--- config.mk ---
export PLATFORM = sky130hd
export DESIGN_NAME = seg7_scan_mux
export DESIGN_NICKNAME = d
export VERILOG_FILES = /design/src/rtl/seg7_scan_mux_pkg.sv /design/src/rtl/seg7_scan_mux_dec.sv /design/src/rtl/seg7_scan_mux.sv
export SDC_FILE = /design/constraint.sdc
export NUM_CORES = 1
export LEC_CHECK = 0
export BUFFER_PORTS_ARGS = -buffer_cell sky130_fd_sc_hd__buf_4
export CAP_MARGIN = 0
export CORE_AREA = 2 2 78 95
export DETAILED_ROUTE_END_ITERATION = 12
export DIE_AREA = 0 0 80 97
export PLACE_DENSITY = 0.69
export SLEW_MARGIN = 20
export SYNTH_ARGS = -nofsm -noshare
export SYNTH_HDL_FRONTEND = slang
export SYNTH_SLANG_ARGS = --single-unit
--- constraint.sdc ---
create_clock -name clk -period 2.9 [get_ports clk]
set_input_delay 0 -clock clk [delete_from_list [all_inputs] [get_ports clk]]
set_output_delay 0 -clock clk [all_outputs]
set_load 0.05 [all_outputs]
--- src/rtl/seg7_scan_mux_pkg.sv ---
// Shared definitions for the multiplexed 7-segment driver: the hex segment table,
// the blank segment pattern, the slot states and the output polarity helper.
package seg7_scan_mux_pkg;

    localparam logic [6:0] SEG_OFF = 7'h00;

    // Segment bit order is [0]=a .. [6]=g. Segments are active-high here.
    localparam logic [6:0] HEX_SEG [16] = '{
        7'h3F, 7'h06, 7'h5B, 7'h4F, 7'h66, 7'h6D, 7'h7D, 7'h07,
        7'h7F, 7'h6F, 7'h77, 7'h7C, 7'h39, 7'h5E, 7'h79, 7'h71
    };

    typedef enum logic {
        SLOT_BLANK,
        SLOT_DRIVE
    } slot_e;

    function automatic logic [6:0] hex_to_seg(input logic [3:0] hex);
        return HEX_SEG[hex];
    endfunction

    function automatic logic [6:0] seg_polarity(input logic [6:0] seg, input logic common_anode);
        return common_anode ? ~seg : seg;
    endfunction

endpackage

--- src/rtl/seg7_scan_mux_dec.sv ---
// Single-digit hex to 7-segment decoder. The output is active-high and is not registered.
module seg7_scan_mux_dec
    import seg7_scan_mux_pkg::*;
(
    input  logic [3:0] counter,
    output logic [6:0] segments
);

    assign segments = hex_to_seg(counter);

endmodule

--- src/rtl/seg7_scan_mux.sv ---
// Time-multiplexed N-digit 7-segment driver. It double-buffers the digits, swaps buffers
// at frame boundaries, blanks between digits, and can suppress leading zeros.
module seg7_scan_mux
    import seg7_scan_mux_pkg::*;
#(
    parameter int NUM_DIGITS   = 4,
    parameter int REFRESH_DIV  = 2500,
    parameter int BLANK_CYCLES = 16,
    parameter int COMMON_ANODE = 0
) (
    input  logic                    clk,
    input  logic                    reset,
    input  logic [4*NUM_DIGITS-1:0] digits_in,
    input  logic [NUM_DIGITS-1:0]   dp_in,
    input  logic                    load,
    input  logic                    lz_blank,
    output logic [6:0]              seg_out,
    output logic                    dp_out,
    output logic [NUM_DIGITS-1:0]   an_out,
    output logic                    frame_start
);

    localparam int TW = $clog2(REFRESH_DIV);
    localparam int IW = $clog2(NUM_DIGITS);
    localparam logic [TW-1:0] TICK_LAST   = TW'(REFRESH_DIV - 1);
    localparam logic [TW-1:0] DRIVE_FIRST = TW'(BLANK_CYCLES);
    localparam logic [IW-1:0] IDX_LAST    = IW'(NUM_DIGITS - 1);
    localparam logic          INVERT      = (COMMON_ANODE != 0);

    logic [TW-1:0]           tick_q, tick_d;
    logic [IW-1:0]           idx_q, idx_d;
    slot_e                   slot_q, slot_d;
    logic                    wrap, wrap_q;
    logic [4*NUM_DIGITS-1:0] pend_hex, act_hex;
    logic [NUM_DIGITS-1:0]   pend_dp, act_dp;
    logic [NUM_DIGITS-1:0]   lz_mask;
    logic                    zero_above;
    logic [3:0]              cur_hex;
    logic [6:0]              cur_seg;
    logic [6:0]              seg_d;
    logic                    dp_d;
    logic [NUM_DIGITS-1:0]   an_d;

    // State register. The slot state follows the tick counter.
    // NOTE: every registered signal uses <= so each flop samples values from before the edge.
    always_ff @(posedge clk) begin
        if (reset) begin
            tick_q <= '0;
            idx_q  <= '0;
            slot_q <= SLOT_BLANK;
            wrap_q <= 1'b0;
        end else begin
            tick_q <= tick_d;
            idx_q  <= idx_d;
            slot_q <= slot_d;
            wrap_q <= wrap;
        end
    end

    // Next state. A slot starts blanked and switches to driving after BLANK_CYCLES ticks.
    // NOTE: each signal gets its default first so that no path through the block infers a latch.
    always_comb begin
        wrap   = (tick_q == TICK_LAST) && (idx_q == IDX_LAST);
        tick_d = (tick_q == TICK_LAST) ? '0 : tick_q + 1'b1;
        idx_d  = idx_q;
        if (tick_q == TICK_LAST) begin
            idx_d = (idx_q == IDX_LAST) ? '0 : idx_q + 1'b1;
        end
        slot_d = (tick_d < DRIVE_FIRST) ? SLOT_BLANK : SLOT_DRIVE;
    end

    // A load on the wrap cycle goes straight to the active buffer.
    // NOTE: the buffers are ordinary flops, so they are cleared in reset like any other state.
    always_ff @(posedge clk) begin
        if (reset) begin
            pend_hex <= '0;
            pend_dp  <= '0;
            act_hex  <= '0;
            act_dp   <= '0;
        end else begin
            if (load) begin
                pend_hex <= digits_in;
                pend_dp  <= dp_in;
            end
            if (wrap) begin
                act_hex <= load ? digits_in : pend_hex;
                act_dp  <= load ? dp_in     : pend_dp;
            end
        end
    end

    // lz_mask[i] is set when digit i and every digit above it are zero. Digit 0 is never masked.
    always_comb begin
        zero_above = 1'b1;
        lz_mask    = '0;
        for (int i = NUM_DIGITS - 1; i > 0; i--) begin
            zero_above = zero_above & (act_hex[4*i +: 4] == 4'h0);
            lz_mask[i] = zero_above;
        end
    end

    assign cur_hex = act_hex[4*idx_q +: 4];

    seg7_scan_mux_dec u_dec (
        .counter  (cur_hex),
        .segments (cur_seg)
    );

    always_comb begin
        seg_d = SEG_OFF;
        dp_d  = 1'b0;
        an_d  = '0;
        if (slot_q == SLOT_DRIVE) begin
            an_d[idx_q] = 1'b1;
            seg_d       = (lz_blank && lz_mask[idx_q]) ? SEG_OFF : cur_seg;
            dp_d        = act_dp[idx_q];
        end
    end

    // Polarity is applied at the output register. frame_start lines up with digit 0's first blank cycle.
    always_ff @(posedge clk) begin
        if (reset) begin
            seg_out     <= seg_polarity(SEG_OFF, INVERT);
            dp_out      <= INVERT;
            an_out      <= {NUM_DIGITS{INVERT}};
            frame_start <= 1'b0;
        end else begin
            seg_out     <= seg_polarity(seg_d, INVERT);
            dp_out      <= dp_d ^ INVERT;
            an_out      <= an_d ^ {NUM_DIGITS{INVERT}};
            frame_start <= wrap_q;
        end
    end

endmodule

==> metrics.md <==
| Metric | Value |
|---|---|
| Initial antenna violation count | 0 |
| Placed cells | roughly 400 |
| CP Data Required Time | 3130 ps |
| CTS buffer count | 9 |
| Status | finished clean |
| Area Growth Syn to Fin | 24.6% |
| Tmin final | about 2300 ps |
| Starting Density | around 43% |
| Synth top area cells | dfxtp_1 (48%), mux2i_1 (8.7%), nor2_1 (6.1%) |
| CP startpoint kind | register |
| Hold Path Stages | 3 |
| Die area | 7760 sq um |
| Synthesized cell area | 2880 sq um |
| Hold Path End | pend_dp[1] |
| Drt drc | 0 |
| Max Freq | 428 MHz |
| Clock sink total | 69 |
| Clk pin slew, worst setup/hold paths | ~70 ps |
| Worst-margin pin slew | 595 ps |
| Non-Filler Instances | between 400 and 500 |
| Synth warn | 0 |
| Core Area | about 6800 sq um |
| Die W | 80 um |
| Commonest cells post-synth | dfxtp_1 (69), nor2_1 (47), mux2i_1 (25), o22a_1 (18), ha_1 (12) |
| Hold Path Class | in -> reg |
| Number of setup buffers added after CTS | 0 |
| First-pass GRT wire length | 9710 um |
| Crit path max fanout | 18 |
| CTS tree | done |
| DR WL met3 | roughly 220 um |
| Final Hold Fails | 0 |
| Post-synthesis sequential area ratio | roughly 48% |
| Cell with the most instances after synthesis | dfxtp_1 |
| Length of routed wiring on met1 | 2580 um |
| Fraction of layout cells with a size suffix above 1 | approximately a fifth |
| Clock root cell | clkbuf_8 |
| Max Used Layer | met4 |
| CTS H-tree depth | 3 |
| Routed wire length | 5590 um |
| Setup WS post-layout | approximately 560 ps |
| 1st-iter DRT viols | between 60 and 70 |
| Syn Nets | approximately 320 |
| Die span in y | about 97 um |
| EDFF count, synth | 0 |
| Clk_skew | 7.82 ps |
| Post-route ant nets | 0 |
| NumNets Final | about 370 |
| Crit end category | register |
| Lkg Pwr | roughly 1.6 nW |
| FILL cells | 630 |
| FF-to-FF path depth | 6 |
| Overflow after GRT | 0 |
| Fin area | 3590 sq um |
| Vias in the first global route | 2128 |
| Critical path class | reg -> reg |
| Setup TNS | 0 ps |
| Mean Syn Cell Area | 10.2 sq um |
| Cell Rows | 33 |
| R2r endpoint | act_hex[7] |
| Gate Count Post-Synth | between 200 and 300 |
| DP Area | 3200 sq um |
| Synth top area share | 48.0% |
| Ports | 37 |
| Yosys top cell by area | dfxtp_1 |
| IO buf count | 36 |
| Resized cells post-CTS | 0 |
| Worst skew pair latency | between 300 and 400 ps |
| Gr usage total | between 10% and 20% |
| FF-to-FF Start | tick_q[0] |
| RSZ-0062 raised after global routing | no |
| R2R setup slack | roughly 560 ps |
| CTS max path bufs | 2 |
| Pins Over Slew Limit | 0 |
| Tcrit/Tclk final | between 80% and 90% |
| Wire length on met2 | 2660 um |
| Arr. time, crit path | around 2600 ps |
| Async S/R FF share, synth | 0% |
| DRT Pass-1 Iters | 4 |
| Final core occ | approximately 53% |
| CTS Hold Bufs | 19 |
| Vias per cell | between 5 and 6 |
| Slew headroom | 59.9% |
| Detail Placement HPWL | 3900 um |
| Max-cap violations | 0 |
| Wire length per cell | approximately 13 um |
| ANT cells | 0 |
| Hold wc startpoint | dp_in[1] |
| Cell variety after synth | 42 |
| Post-synthesis register bit count | a little under 70 |
| Worst vdd ir | ~260 uV |
| Post-synth top flop | dfxtp_1 |
| Setup Viol. Count Final | 0 |
| Via Count | roughly 2200 |
| Pre-CTS WS | about 600 ps |
| Power per standard cell area | a little over 500 nW/um^2 |
| Gp weighted congestion | about 0.85 |
| Largest net degree at the start of global routing | 34 |
[sequential cells by signal (all words and copies together), names as in the netlist]
register,count
tick_q,12
dp_out,1
idx_q,2
frame_start,1
seg_out,7
wrap_q,1
slot_q,1
act_dp,4
act_hex,16
pend_dp,4
an_out,4
pend_hex,16
[where the power goes]
group | leakage, nW | internal (mW) | switching [mW]
clock network | 0.101 | 0.436 | 0.340
logic | 0.919 | 0.0605 | 0.0477
registers | 0.560 | 0.967 | 0.00835
total | 1.58 | 1.46 | 0.396
[layout make-up]
type                       count  area (sq um)  area share [%]
clock buffer                  11           151            4.22
timing repair buffer          58           483            13.5
tap                           87           109            3.03
inverter                      11          41.3            1.15
multi-input combinational    186          1370            38.3
sequential                    69          1380            38.5
clock inverter                 4          47.5            1.33
[metal layers]
metal | track usage [%] | vias up
li1 | - | 1096
met1 | 19.8 | 1018
met2 | 25.3 | 41
met3 | 3.64 | 12
met4 | 7.56 | 0
met5 | 0 | -
[through the flow]
step	hold slack, ps	power (mW)
final	3.37	1.86
after global routing	26.3	1.93
after CTS	11.9	1.87
after detailed placement	298	1.09
after global placement	289	1.08
after floorplan	167	1.05
[worst max-delay path, cell delays in order (launching register included)]
cell	delay, ps
dfxtp_1	390
ha_1	300
or4b_4	520
nor3_4	320
and2_1	330
nor2_4	150
o22a_1	210
[worst max-delay path by stage]
stage | start | end | slack, ps | cells after the start
4_1_cts | tick_q[0] | act_hex[7] | 560 | 6
5_1_grt | tick_q[0] | act_dp[1] | 410 | 6
2_1_floorplan | idx_q[0] | seg_out[0] | 740 | 7
3_5_place_dp | tick_q[0] | act_hex[7] | 590 | 6
6_report | tick_q[0] | act_hex[7] | 560 | 6
3_3_place_gp | tick_q[0] | act_hex[14] | 690 | 6
[kinds of logic after synthesis]
kind of cell,synth area share (%)
fa+ha+maj,5.21
simple gates,16.2
mux,12.2
compound gates,11.6
xor+xnor,2.43
buf+inv,4.30
flops,48.0
[placed cells by master (no fill, tap or decap), types with 2 or more instances in the layout]
cell type	count
nor4_1	4
dfxtp_1	69
inv_1	11
nand3_1	4
a221oi_1	4
a211oi_1	4
or3_1	2
xor2_1	2
nand2_1	6
nand4_1	3
clkinv_2	2
and2_1	8
xnor2_1	6
nor2b_1	6
o21ai_0	5
a31oi_1	2
nor2_1	47
nor3_1	4
o22a_1	18
buf_4	39
dlygate4sd3_1	19
ha_1	12
a21oi_1	3
mux4_2	4
clkbuf_8	11
or4b_4	2
mux2i_1	25
Note: power is estimated with default switching activity, not from simulation.
